<file path="config.mk">
export PLATFORM = sky130hd
export DESIGN_NAME = control_unit
export DESIGN_NICKNAME = d
export VERILOG_FILES = /design/src/rtl/sc_pkg.sv /design/src/rtl/cu_decode.sv /design/src/rtl/control_unit.sv
export SDC_FILE = /design/constraint.sdc
export NUM_CORES = 1
export LEC_CHECK = 0
export ABC_AREA = 1
export BUFFER_PORTS_ARGS = -buffer_cell sky130_fd_sc_hd__buf_4
export CORE_MARGIN = 1
export CORE_UTILIZATION = 46
export DETAILED_ROUTE_END_ITERATION = 8
export GPL_TIMING_DRIVEN = 0
export PLACE_DENSITY = 0.71
export RECOVER_POWER = 100
export SLEW_MARGIN = 0
export SYNTH_ARGS = -nofsm -noshare
export SYNTH_HDL_FRONTEND = slang
export SYNTH_SLANG_ARGS = --single-unit
</file>
<file path="constraint.sdc">
create_clock -name CLK -period 2.08 [get_ports CLK]
set_input_delay 0.416 -clock CLK [delete_from_list [all_inputs] [get_ports CLK]]
set_output_delay 0.416 -clock CLK [all_outputs]
set_load 0.05 [all_outputs]
</file>
<file path="src/rtl/sc_pkg.sv">
// Shared definitions for the SimpleComputer control unit: opcodes, sequencer
// states, decoded instruction classes and ALU function encodings.
package sc_pkg;

    localparam logic [7:0] OP_NOP   = 8'h00;
    localparam logic [7:0] OP_LOAD  = 8'h01;
    localparam logic [7:0] OP_STORE = 8'h02;
    localparam logic [7:0] OP_ADD   = 8'h03;
    localparam logic [7:0] OP_SUB   = 8'h04;
    localparam logic [7:0] OP_JMP   = 8'h05;
    localparam logic [7:0] OP_JZ    = 8'h06;
    localparam logic [7:0] OP_HALT  = 8'hFF;

    localparam logic [1:0] ALU_PASS = 2'd0;
    localparam logic [1:0] ALU_ADD  = 2'd1;
    localparam logic [1:0] ALU_SUB  = 2'd2;

    typedef enum logic [2:0] {
        ST_IDLE   = 3'd0,
        ST_FETCH  = 3'd1,
        ST_DECODE = 3'd2,
        ST_EXEC   = 3'd3,
        ST_HALT   = 3'd4
    } state_t;

    // LOAD, ADD and SUB share one class: they differ only in ALU function.
    localparam logic [2:0] CLS_NOP   = 3'd0;
    localparam logic [2:0] CLS_MEMRD = 3'd1;
    localparam logic [2:0] CLS_STORE = 3'd2;
    localparam logic [2:0] CLS_JMP   = 3'd3;
    localparam logic [2:0] CLS_JZ    = 3'd4;
    localparam logic [2:0] CLS_HALT  = 3'd5;

endpackage

</file>
<file path="src/rtl/cu_decode.sv">
// Combinational opcode decoder: instruction class, legality and ALU function.
module cu_decode
    import sc_pkg::*;
(
    input  logic [7:0] opcode,
    output logic [2:0] iclass,
    output logic       legal,
    output logic [1:0] alu_op
);

    // Opcode classification; unknown opcodes decode as an illegal halt.
    always_comb begin
        iclass = CLS_HALT;
        legal  = 1'b1;
        alu_op = ALU_PASS;
        case (opcode)
            OP_NOP:   iclass = CLS_NOP;
            OP_LOAD:  iclass = CLS_MEMRD;
            OP_STORE: iclass = CLS_STORE;
            OP_ADD: begin
                iclass = CLS_MEMRD;
                alu_op = ALU_ADD;
            end
            OP_SUB: begin
                iclass = CLS_MEMRD;
                alu_op = ALU_SUB;
            end
            OP_JMP:   iclass = CLS_JMP;
            OP_JZ:    iclass = CLS_JZ;
            OP_HALT:  iclass = CLS_HALT;
            default: begin
                iclass = CLS_HALT;
                legal  = 1'b0;
            end
        endcase
    end

endmodule

</file>
<file path="src/rtl/control_unit.sv">
// Fetch/decode/execute sequencer driving every datapath strobe.
// Optional macro SC_WAIT_STATE_EN enables the MRDY wait-state handshake.
module control_unit
    import sc_pkg::*;
(
    input  logic       CLK,
    input  logic       AR_N,
    input  logic       RUN,
    input  logic [7:0] IOP,
    input  logic       Z,
    input  logic       MRDY,
    output logic       IRL,
    output logic       IRA,
    output logic       PCA,
    output logic       PCI,
    output logic       PCL,
    output logic       MRD,
    output logic       MWR,
    output logic       ACL,
    output logic       ACD,
    output logic [1:0] ALU_OP,
    output logic       HLT,
    output logic       ERR
);

    state_t     state_r;
    state_t     state_nxt_s;
    logic [7:0] op_r;
    logic       err_r;
    logic       mrdy_s;
    logic [7:0] dec_op_s;
    logic [2:0] cls_s;
    logic       legal_s;
    logic [1:0] alu_s;

`ifdef SC_WAIT_STATE_EN
    assign mrdy_s = MRDY;
`else
    logic unused_mrdy_s;
    assign unused_mrdy_s = MRDY;
    assign mrdy_s        = 1'b1;
`endif

    // DECODE classifies the live opcode; EXEC works from the copy latched at that edge.
    assign dec_op_s = (state_r == ST_DECODE) ? IOP : op_r;
    assign ERR      = err_r;

    cu_decode u_decode (
        .opcode (dec_op_s),
        .iclass (cls_s),
        .legal  (legal_s),
        .alu_op (alu_s)
    );

    // State, latched opcode and illegal-opcode flag.
    always_ff @(posedge CLK or negedge AR_N) begin
        if (!AR_N) begin
            state_r <= ST_IDLE;
            op_r    <= 8'h00;
            err_r   <= 1'b0;
        end else begin
            state_r <= state_nxt_s;
            if (state_r == ST_DECODE) begin
                op_r <= IOP;
                if (!legal_s) begin
                    err_r <= 1'b1;
                end
            end
        end
    end

    // Next-state and strobe generation.
    always_comb begin
        state_nxt_s = state_r;
        IRL    = 1'b0;
        IRA    = 1'b0;
        PCA    = 1'b0;
        PCI    = 1'b0;
        PCL    = 1'b0;
        MRD    = 1'b0;
        MWR    = 1'b0;
        ACL    = 1'b0;
        ACD    = 1'b0;
        ALU_OP = ALU_PASS;
        HLT    = 1'b0;
        case (state_r)
            ST_IDLE: begin
                if (RUN) begin
                    state_nxt_s = ST_FETCH;
                end else begin
                    state_nxt_s = ST_IDLE;
                end
            end
            ST_FETCH: begin
                PCA = 1'b1;
                MRD = 1'b1;
                IRL = mrdy_s;
                if (mrdy_s) begin
                    state_nxt_s = ST_DECODE;
                end else begin
                    state_nxt_s = ST_FETCH;
                end
            end
            ST_DECODE: begin
                PCI = 1'b1;
                case (cls_s)
                    CLS_NOP:  state_nxt_s = ST_FETCH;
                    CLS_HALT: state_nxt_s = ST_HALT;
                    default:  state_nxt_s = ST_EXEC;
                endcase
            end
            ST_EXEC: begin
                state_nxt_s = ST_FETCH;
                case (cls_s)
                    CLS_MEMRD: begin
                        IRA    = 1'b1;
                        MRD    = 1'b1;
                        ALU_OP = alu_s;
                        ACL    = mrdy_s;
                        if (!mrdy_s) begin
                            state_nxt_s = ST_EXEC;
                        end else begin
                            state_nxt_s = ST_FETCH;
                        end
                    end
                    CLS_STORE: begin
                        IRA = 1'b1;
                        MWR = 1'b1;
                        ACD = 1'b1;
                        if (!mrdy_s) begin
                            state_nxt_s = ST_EXEC;
                        end else begin
                            state_nxt_s = ST_FETCH;
                        end
                    end
                    CLS_JMP: begin
                        IRA = 1'b1;
                        PCL = 1'b1;
                    end
                    CLS_JZ: begin
                        IRA = Z;
                        PCL = Z;
                    end
                    default: state_nxt_s = ST_FETCH;
                endcase
            end
            ST_HALT: begin
                HLT         = 1'b1;
                state_nxt_s = ST_HALT;
            end
            default: state_nxt_s = ST_IDLE;
        endcase
    end

endmodule
</file>
==> impl_metrics.env <==
export IMPL_grt_first_pass_wirelength_um=4750
export IMPL_dieHeight_um=48.4
export IMPL_first_pass_iters=4
export IMPL_multiInputGateArea_um2=699
export IMPL_io_pins=26
export IMPL_hpwl_um=1720
export IMPL_design_die_area_um2=2340
export IMPL_ff_latch_area_um2=303
export IMPL_htreeDepth=1
export IMPL_cp_required_ns=1.66
export IMPL_antenna_found_initial=0
export IMPL_syn_area_um2=988
export IMPL_avgRoutedWirePerCell_um=13.8
export IMPL_port_buffer_count=24
export IMPL_r2r_slack_ns=0.12
export IMPL_row_count=16
export IMPL_synth_common_cells="nand2_1 (31), inv_1 (29), dfrtp_1 (12), nand2_2 (12), nor2_1 (10)"
export IMPL_synthArstFlopShare=1.00
export IMPL_place_area_um2=1270
export IMPL_status="finished, violations left"
export IMPL_drt_iter0_markers=40
export IMPL_leakagePower_nw=0.882
export IMPL_tightest_slew_ns=0.677
export IMPL_cts_inserted_buffers=3
export IMPL_worstHoldStart="RUN"
export IMPL_maxCapViolations=0
export IMPL_drc_errors=0
export IMPL_r2r_start="state_r[2]"
export IMPL_post_place_ws_ns=-0.410
export IMPL_vdd_drop_max_mv=1.28
export IMPL_synth_most_common_cell="nand2_1"
export IMPL_grt_max_degree=13
export IMPL_powerDensity_nw_per_um2=1360
export IMPL_slew_viol_final=0
export IMPL_clockRootBuffer="clkbuf_4"
export IMPL_min_path_type="in2reg"
export IMPL_cp_slowest_cell="dfrtp_2"
export IMPL_synth_cells=140
export IMPL_grt_ovfl_total=0
export IMPL_reg2reg_depth=13
export IMPL_holdPathStages=3
export IMPL_finalHoldViolCount=0
export IMPL_area_growth_pct=64.9
export IMPL_grt_pass1_vias=1090
export IMPL_ys_ff_latch=12
export IMPL_clk_path_buf_depth=2
export IMPL_gp_congestion=0.893
export IMPL_fin_area_um2=1630
export IMPL_finalWorstSetupSlack_ns=-0.606
export IMPL_yosys_warnings=0
export IMPL_finalPower_mw=2.22
export IMPL_clk_latency_ns=0.28
export IMPL_crit_family="simple AND/OR/NAND/NOR gates"
export IMPL_yosys_top_cells_area="dfrtp_1 (30%), nand2_1 (12%), inv_1 (11%), nand2_2 (7.6%), nand3_2 (5.1%)"
export IMPL_clkTransAtPathRegs_ns=0.08
export IMPL_grt_usage=0.261
export IMPL_rsz0062_at_grt="yes"
export IMPL_cp_start_kind="flip-flop"
export IMPL_maxSlewHeadroom=0.548
export IMPL_drive_gt1_frac=0.571
export IMPL_cp_max_fo=5
export IMPL_nNetsFinal=203
export IMPL_seq_area_frac_synth=0.304
export IMPL_synth_edff_count=0
export IMPL_cts_tree="built"
export IMPL_path_class="reg2out"
export IMPL_vias=1103
export IMPL_via_per_inst=5.11
export IMPL_setup_viol=8
export IMPL_n_fill_cell=129
export IMPL_antenna_left=0
export IMPL_critPathArrivalTime_ns=2.27
export IMPL_core_um2=1980
export IMPL_fin_skew_ns=0.0111
export IMPL_fmax_ghz=0.372
export IMPL_fin_hold_ws_ns=0.410
export IMPL_crit_chain="nor2_4 -> buf_6 -> nand3_4 -> nand2_4 -> nand2_4 -> nor2_8 -> nand2_4 -> nand2_4 -> nor2_4 -> nand2_8 -> nand3_4 -> nand2_4 -> nand2_2 -> clkinvlp_4 -> buf_8"
export IMPL_die_w_um=48.4
export IMPL_r2r_end="ERR"
export IMPL_netlist_top_cell_by_area="dfrtp_1"
export IMPL_wl_um=2980
export IMPL_synth_top_area_frac=0.304
export IMPL_path_buf_inv=3
export IMPL_holdPathEnd="state_r[0]"
export IMPL_max_stage_delay_ns=0.45
export IMPL_final_core_util=0.823
export IMPL_cts_num_sinks=12
export IMPL_crit_path_frequent_cell="nand2_4"
export IMPL_synth_flop_cell="dfrtp_1"
export IMPL_violations="negative setup slack"
export IMPL_avgSynthCellArea_um2=7.06
export IMPL_finalCriticalPeriod_ns=2.69
export IMPL_fin_crit_sh=1.29
export IMPL_initial_utilization=0.499
export IMPL_n_antenna_cell=0
export IMPL_synth_cell_types=26
export IMPL_syn_num_nets=153
export IMPL_end_kind="output port"
==> registers in the layout, indices dropped and copies added, names as in the netlist <==
signal,flops
op_r,8
state_r,3
ERR,1
==> area by class of cell <==
type / instances / area share
plain buffers: 5 / 0.0322
well taps: 27 / 0.0207
multi-input cells: 90 / 0.429
clock buffers: 4 / 0.0223
inverters: 34 / 0.0829
flip-flops and latches: 12 / 0.186
repair buffers: 44 / 0.227
==> report_power, final <==
part           total [mW]  internal [mW]  leakage [nW]  switching [mW]
clock               0.187          0.106        0.0210          0.0810
sequential          0.400          0.340         0.137          0.0595
combinational        1.63          0.601         0.724            1.03
==> layout by cell type (no fill, tap or decap), types with 2 or more instances in the layout <==
cell        synthesis  routed
buf_6               2       9
nor2_2              1       2
nand4_1             3       3
clkbuf_4            0       3
nor2_4              3       8
nand2_4             1      13
dfrtp_2             0       2
inv_1              29      24
buf_4               3      35
inv_2               5       8
nand3_2             5       2
nand2_2            12      11
clkinvlp_4          0       2
dfrtp_1            12      10
nand3b_1            3       3
nand3_4             0       5
nor2_1             10       5
nand3_1             8       6
nand2_1            31      20
buf_8               0       3
==> worst max path at each step <==
stage | cells after the start | startpoint | slack [ns] | to
after floorplan | 14 | state_r[1] | -0.29 | MWR
after detailed placement | 16 | state_r[2] | -0.41 | PCL
after global routing | 16 | state_r[1] | -0.72 | IRA
after global placement | 15 | state_r[0] | -0.39 | IRA
final | 15 | state_r[2] | -0.61 | PCL
after CTS | 16 | state_r[1] | -0.55 | PCL
==> cell families (layout without fill, tap and decap cells) <==
| logic type | count (synthesis) | in the layout | share of synthesized area |
|---|---|---|---|
| compound gates | 7 | 7 | 0.0481 |
| buf+inv | 39 | 87 | 0.175 |
| flops | 12 | 12 | 0.304 |
| simple gates | 82 | 83 | 0.473 |
==> worst min-delay path: cells and delay by family <==
kind,cells,cell delay [ns]
compound gates,2,0.15
buf+inv,1,0.08
==> metrics by stage <==
| step | setup TNS (ns) | cells |
|---|---|---|
| 6_report | -4.20 | 216 |
| 5_1_grt | -5.18 | 216 |
| 4_1_cts | -3.76 | 211 |
| 3_5_place_dp | -2.19 | 191 |
| 3_3_place_gp | -2.20 | 191 |
| 2_1_floorplan | -1.25 | 140 |
==> layer usage <==
layer  global-route usage  part of all wire  vias up
met2                0.453              0.51       53
met1                0.328              0.40      520
li1                     -                 -      522
met4               0.0539             0.021        0
met3               0.0629             0.066        8
met5                    0                 0        -
==> timing repair <==
action / in CTS / in global routing
hold buffers: 1 / 0
buffers inserted: 13 / 6
pin swaps: 17 / 8
endpoints found under the setup margin: 8 / 9
resized for setup: 28 / 14
cloned: 2 / 0
hold endpoints to repair: 12 / 0
No activity file was read; power rests on OpenSTA's default activity.
